==> src/rtl/imem_loader_pkg.sv <==
// Shared loader definitions: FSM state encodings, default memory depth, address helper.
// Latency: n/a (types and constants only).
// Backpressure: n/a.
package imem_loader_pkg;

    typedef enum logic [2:0] {
        ST_IDLE = 3'd0,
        ST_HDR  = 3'd1,
        ST_DATA = 3'd2,
        ST_CSUM = 3'd3,
        ST_DONE = 3'd4,
        ST_ERR  = 3'd5
    } ld_state_t;

    // Default instruction memory depth in 32-bit words; the memory itself uses the same value.
    localparam int unsigned IMEM_WORDS_DFLT = 8192;

    // Byte address of word number idx in an image that starts at base.
    function automatic logic [31:0] word_addr(input logic [31:0] base, input logic [31:0] idx);
        return base + {idx[29:0], 2'b00};
    endfunction

endpackage

==> src/rtl/imem_loader_byte_packer.sv <==
// Assembles four consecutive bytes into a little-endian word (first byte -> bits 7:0).
// Latency: word_vld/word_dat are combinational in the cycle the 4th byte is offered.
// Backpressure: none; the caller only asserts byte_vld on an accepted transfer.
module imem_loader_byte_packer (
    input  logic        clk,
    input  logic        rst_n,
    input  logic        clr,
    input  logic        byte_vld,
    input  logic [7:0]  byte_dat,
    output logic        word_vld,
    output logic [31:0] word_dat
);

    logic [1:0]  idx;
    logic [23:0] held;

    // Byte index and the three earlier bytes of the word under construction.
    always_ff @(posedge clk or negedge rst_n) begin
        if (!rst_n) begin
            idx  <= 2'd0;
            held <= 24'd0;
        end else if (clr) begin
            idx  <= 2'd0;
            held <= 24'd0;
        end else if (byte_vld) begin
            idx  <= idx + 2'd1;
            held <= {byte_dat, held[23:8]};
        end
    end

    assign word_vld = byte_vld && (idx == 2'd3);
    assign word_dat = {byte_dat, held};

endmodule

==> src/rtl/imem_loader.sv <==
// Boot loader: takes a header/data/checksum byte stream, writes words to imem, releases CPU reset.
// Latency: imem write one cycle after a word's 4th byte; cpu_rst_n rises one cycle after the checksum byte.
// Backpressure: in_ready high only in HDR/DATA/CSUM; sustains 1 byte/clk, stalls freely on in_valid low.
module imem_loader
    import imem_loader_pkg::*;
#(
    parameter int unsigned IMEM_WORDS = IMEM_WORDS_DFLT,
    parameter logic [31:0] BASE_ADDR  = 32'h0000_0000
) (
    input  logic        clk,
    input  logic        rst_n,
    input  logic        start,
    input  logic [7:0]  in_data,
    input  logic        in_valid,
    output logic        in_ready,
    output logic        imem_we,
    output logic [31:0] imem_addr,
    output logic [31:0] imem_wdata,
    output logic        cpu_rst_n,
    output logic        busy,
    output logic        done,
    output logic        error,
    output logic [31:0] words_loaded
);

    ld_state_t   state;
    ld_state_t   state_nxt;
    logic [31:0] hdr_count;
    logic [7:0]  sum;
    logic [7:0]  sum_plus;
    logic        accept;
    logic        start_go;
    logic        pack_vld;
    logic        word_vld;
    logic [31:0] word_dat;

    assign busy     = (state == ST_HDR) || (state == ST_DATA) || (state == ST_CSUM);
    assign in_ready = busy;
    assign done     = (state == ST_DONE);
    assign error    = (state == ST_ERR);
    assign accept   = in_valid && in_ready;
    assign start_go = start && ((state == ST_IDLE) || (state == ST_DONE) || (state == ST_ERR));
    assign pack_vld = accept && ((state == ST_HDR) || (state == ST_DATA));
    assign sum_plus = sum + in_data;

    imem_loader_byte_packer u_packer (
        .clk      (clk),
        .rst_n    (rst_n),
        .clr      (start_go),
        .byte_vld (pack_vld),
        .byte_dat (in_data),
        .word_vld (word_vld),
        .word_dat (word_dat)
    );

    // State register.
    always_ff @(posedge clk or negedge rst_n) begin
        if (!rst_n) begin
            state <= ST_IDLE;
        end else begin
            state <= state_nxt;
        end
    end

    // Next-state: header decode, word count, checksum verdict.
    always_comb begin
        state_nxt = state;
        case (state)
            ST_IDLE, ST_DONE, ST_ERR: begin
                if (start) state_nxt = ST_HDR;
            end
            ST_HDR: begin
                if (word_vld) begin
                    if (word_dat > 32'(IMEM_WORDS)) state_nxt = ST_ERR;
                    else if (word_dat == 32'd0)     state_nxt = ST_CSUM;
                    else                            state_nxt = ST_DATA;
                end
            end
            ST_DATA: begin
                // The last word's write issues in the cycle after this, with the FSM
                // already in CSUM so the checksum byte can follow back-to-back.
                if (word_vld && ((words_loaded + 32'd1) == hdr_count)) state_nxt = ST_CSUM;
            end
            ST_CSUM: begin
                if (accept) state_nxt = (sum_plus == 8'd0) ? ST_DONE : ST_ERR;
            end
            default: state_nxt = ST_IDLE;
        endcase
    end

    // Datapath: running checksum, header count, memory write port, CPU reset release.
    always_ff @(posedge clk or negedge rst_n) begin
        if (!rst_n) begin
            sum          <= 8'd0;
            hdr_count    <= 32'd0;
            words_loaded <= 32'd0;
            imem_we      <= 1'b0;
            imem_addr    <= BASE_ADDR;
            imem_wdata   <= 32'd0;
            cpu_rst_n    <= 1'b0;
        end else begin
            imem_we   <= 1'b0;
            cpu_rst_n <= (state_nxt == ST_DONE);
            if (start_go) begin
                sum          <= 8'd0;
                hdr_count    <= 32'd0;
                words_loaded <= 32'd0;
            end else begin
                if (pack_vld) sum <= sum_plus;
                if ((state == ST_HDR) && word_vld) hdr_count <= word_dat;
                if ((state == ST_DATA) && word_vld) begin
                    imem_we      <= 1'b1;
                    imem_addr    <= word_addr(BASE_ADDR, words_loaded);
                    imem_wdata   <= word_dat;
                    words_loaded <= words_loaded + 32'd1;
                end
            end
        end
    end

endmodule

==> config.mk <==
export PLATFORM = sky130hd
export DESIGN_NAME = imem_loader
export DESIGN_NICKNAME = d
export VERILOG_FILES = /design/src/rtl/imem_loader_pkg.sv /design/src/rtl/imem_loader_byte_packer.sv /design/src/rtl/imem_loader.sv
export SDC_FILE = /design/constraint.sdc
export NUM_CORES = 1
export LEC_CHECK = 0
export CELL_PAD_IN_SITES_DETAIL_PLACEMENT = 0
export CELL_PAD_IN_SITES_GLOBAL_PLACEMENT = 1
export CORE_AREA = 2 2 132 147
export DETAILED_ROUTE_END_ITERATION = 10
export DIE_AREA = 0 0 134 149
export MAX_ROUTING_LAYER = met4
export PLACE_DENSITY = 0.93
export SLEW_MARGIN = 40
export SYNTH_ARGS = -nofsm -noshare
export SYNTH_HDL_FRONTEND = slang
export SYNTH_SLANG_ARGS = --single-unit
==> constraint.sdc <==
create_clock -name clk -period 6.7 [get_ports clk]
set_clock_uncertainty 0.2 [all_clocks]
set_input_delay 0.67 -clock clk [delete_from_list [all_inputs] [get_ports clk]]
set_output_delay 0.67 -clock clk [all_outputs]
set_load 0.05 [all_outputs]
==> impl_results.rst <==
.. list-table::
   :header-rows: 1

   * - Metric
     - Value
   * - Outcome
     - finished clean
   * - Placed insts
     - 1242
   * - Data arrival time at the worst-slack endpoint
     - 3500 ps
   * - Largest net degree at the start of global routing
     - 109
   * - Buffers from clock root to sink, at most
     - 2
   * - Clock tree from TritonCTS
     - yes
   * - CTS buffer count
     - 17
   * - Critical path peak fanout
     - 6
   * - Global-route wire length before repair
     - 35.20 mm
   * - Number of antenna violations at the first check in global routing
     - 0
   * - Die width
     - 134 um
   * - Area taken by multi-input logic gates
     - 3650 um2
   * - Worst slew margin relative to its limit
     - 45.26%
   * - Fin crit share
     - 50.38%
   * - Number of endpoints failing setup at the final stage
     - 0
   * - Filler-free cell count of the finished design
     - 1271
   * - Actual transition at the worst max-transition pin
     - 821.1 ps
   * - DIE HEIGHT
     - 149 um
   * - Clock root buffer
     - sky130_fd_sc_hd__clkbuf_16
   * - Post-detailed-route via-to-cell ratio
     - 5.395
   * - Antenna fix cells
     - 0
   * - Maximum clock rate
     - 296.2 MHz
   * - Standard-cell rows
     - 53
   * - Share of synthesized registers carrying an async set or reset
     - 100.0%
   * - Leak
     - 0.004497 uW
   * - Launching element type of the critical path
     - input pin
   * - Power Density
     - 314.4 nW/um2
   * - CP Capture Type
     - flip-flop
   * - Drt first pass iters
     - 5
   * - Fraction of the yosys area taken by sequential cells
     - 51.43%
   * - Hold Crit Class
     - input pin to asynchronous set/reset pin
   * - Maximum capacitance violations
     - 0
   * - Starting density of the core
     - 43.09%
   * - Dominant cell type by area after synthesis
     - sky130_fd_sc_hd__dfrtp_1
   * - GRT Resource Usage Total
     - 23.29%
   * - TritonCTS sink count
     - 165
   * - NumNets Final
     - 1036
   * - Area share of the largest cell type after synthesis
     - 51.43%
   * - Routability Congestion
     - 0.8953
   * - Boundary pin count
     - 114
   * - Cells after synthesis
     - 935
   * - Number of nets with antenna violations after routing
     - 0
   * - Ratio of cells with drive above 1 in the final layout
     - 4.883%
   * - Type of the worst setup path
     - input pin to flip-flop
   * - Number of max-slew violations in the final report
     - 0
   * - Top area cells in the synthesized netlist
     - sky130_fd_sc_hd__dfrtp_1, sky130_fd_sc_hd__nand2_1, sky130_fd_sc_hd__xnor2_1
   * - EDFF count, synth
     - 0
   * - CP Data Required Time
     - 6820 ps
   * - Clock latency on the worst-skew pair
     - 430 ps
   * - Layout filler cell count
     - 1720
   * - Clock transition at the registers of the reported paths
     - 60 ps
   * - Core ar.
     - 18630 um2
   * - Clock period minus worst slack
     - 3376 ps
   * - Clock H-tree levels
     - 4
   * - Warnings from Yosys
     - 0
   * - Final HPWL DP
     - 14.55 mm
   * - Resized cells post-CTS
     - 0
   * - Remaining routing DRC violations
     - 0
   * - Average size of a mapped cell
     - 8.587 um2
   * - Sequential cell area
     - 4129 um2
   * - Largest voltage drop on the vdd net
     - 242.4 uV
   * - Number of global-route vias before repair
     - 6477
   * - Final hold violation count
     - 0
   * - Area Overhead vs Synth
     - 22.89%
   * - Count of cell types in the netlist
     - 58
   * - Total congestion overflow after global routing
     - 0
   * - Number of post-CTS setup repair buffers
     - 0
   * - Flip-flop cell with the highest count after synthesis
     - sky130_fd_sc_hd__dfrtp_1
   * - WL per Instance
     - 16.79 um
   * - Number of flip-flops and latches in the synthesized netlist
     - 165
   * - RSZ-0062 raised after global routing
     - false
   * - Via count of the routed design
     - 6857
   * - Number of hold-repair buffers added at the cts stage
     - 0
   * - Post-Route WL
     - 21.35 mm
   * - Count of routing violations after the opening detailed-route iteration
     - 745
   * - Area of the mapped netlist
     - 8029 um2
   * - Total negative setup slack
     - 0 ps
   * - Port bufs
     - 111
   * - Area of the die
     - 19970 um2
[state kept, by name, summed over array words and instances (netlist names)]
name / flops
imem_we: 1
imem_addr: 30
sum: 8
words_loaded: 32
cpu_rst_n: 1
imem_wdata: 32
hdr_count: 32
u_packer.held: 24
u_packer.idx: 2
state: 3
[Yosys cell counts (all sizes together) (3+ instances only)]
cell type  instances
a21o               4
and2               3
inv                4
a31oi              5
nor4              10
ha                 9
nand4             11
buf               19
nand2            336
o21ai             55
and3               9
clkbuf            42
nor3               9
xnor2             39
a211oi             3
nand3             41
nor2b              3
a21oi             61
xor2              24
nor2              34
dfrtp            165
nand2b             4
a2111oi            3
o31ai             10
[critical path, stage by stage]
cell	delay, ps
sky130_fd_sc_hd__clkdlybuf4s50_1	710
sky130_fd_sc_hd__ha_1	310
sky130_fd_sc_hd__a211oi_1	240
sky130_fd_sc_hd__o21bai_1	130
sky130_fd_sc_hd__a2111oi_0	440
sky130_fd_sc_hd__nor3_1	160
sky130_fd_sc_hd__xnor2_1	210
sky130_fd_sc_hd__a211oi_1	110
sky130_fd_sc_hd__a211o_1	300
sky130_fd_sc_hd__a31o_1	210
[kinds of logic (layout without fill, tap and decap cells)]
family	count (synthesis)	in the layout	share of synthesized area [%]
other cells	1	2	0.04671
xor+xnor	63	63	6.872
compound gates	157	157	11.27
mux	1	1	0.1247
fa+ha+maj	10	10	1.652
buf+inv	65	153	3.428
simple gates	473	473	25.18
flops	165	165	51.43
[routing by layer]
metal | wire, um | global-route usage (%)
met4 | 640 | 9.255
met3 | 1087 | 4.723
met5 | 0 | -
met1 | 9417 | 30.17
met2 | 10200 | 36.08
[stage by stage]
stage / utilization, % / worst slack [ps] / power, uW / hold slack (ps) / instance area [um2]
final: 52.95 / 3324 / 3102 / 51.34 / 9867
after global routing: 52.95 / 3141 / 3283 / 80.88 / 9867
after detailed placement: 49.98 / 2904 / 2163 / 261.5 / 9314
after global placement: 49.65 / 2820 / 2138 / 257.5 / 9253
after floorplan: - / 3528 / 1891 / 174.4 / 8033
after CTS: 52.95 / 3338 / 3110 / 70.01 / 9867
[where the power goes]
group / leakage, uW / switching, uW / internal [uW]
clock: 0.000274 / 396 / 549
sequential: 0.00224 / 243 / 1170
combinational: 0.00199 / 431 / 309
total: 0.00450 / 1070 / 2030
[worst paths after layout]
path                                                  start                        end  slack (ps)  cells after the start
worst min-delay path                                  rst_n          imem_we$_DFF_PN0_          50                      1
min in group clk                  imem_addr[13]$_DFFE_PN0P_  imem_addr[13]$_DFFE_PN0P_         270                      2
worst min register to register    imem_addr[13]$_DFFE_PN0P_  imem_addr[13]$_DFFE_PN0P_         270                      2
worst max register to register  words_loaded[0]$_DFFE_PN0P_         state[0]$_DFF_PN0_        3330                      9
worst max-delay path                             in_data[1]         state[0]$_DFF_PN0_        3320                     10
max in group asynchronous                             rst_n   hdr_count[8]$_DFFE_PN0P_        5110                      2
[cell usage in the layout (no fill, tap or decap), types with 3 or more instances in the layout]
cell type / count
sky130_fd_sc_hd__xor2_1: 24
sky130_fd_sc_hd__a21oi_1: 61
sky130_fd_sc_hd__ha_1: 9
sky130_fd_sc_hd__dfrtp_1: 165
sky130_fd_sc_hd__o31ai_1: 10
sky130_fd_sc_hd__o21ai_0: 53
sky130_fd_sc_hd__clkbuf_16: 17
sky130_fd_sc_hd__nor2_1: 33
sky130_fd_sc_hd__nand3_1: 39
sky130_fd_sc_hd__buf_6: 4
sky130_fd_sc_hd__clkdlybuf4s50_1: 110
sky130_fd_sc_hd__inv_1: 3
sky130_fd_sc_hd__a21o_1: 4
sky130_fd_sc_hd__nand4_1: 11
sky130_fd_sc_hd__nor2b_1: 3
sky130_fd_sc_hd__buf_4: 4
sky130_fd_sc_hd__xnor2_1: 39
sky130_fd_sc_hd__and2_1: 3
sky130_fd_sc_hd__nor4_1: 8
sky130_fd_sc_hd__and3_1: 8
sky130_fd_sc_hd__nand2_1: 336
sky130_fd_sc_hd__a211oi_1: 3
sky130_fd_sc_hd__clkinv_2: 5
sky130_fd_sc_hd__nor3_1: 8
sky130_fd_sc_hd__a31oi_1: 5
sky130_fd_sc_hd__nand2b_1: 4
[final cells by class]
type,count,share of cell area (%)
inverter,4,0.1522
tap,247,3.132
clock buffer,19,4.489
timing repair buffer,120,12.27
multi-input combinational,706,36.99
sequential,165,41.85
clock inverter,10,1.116
Power figures use the tool's default switching activity.
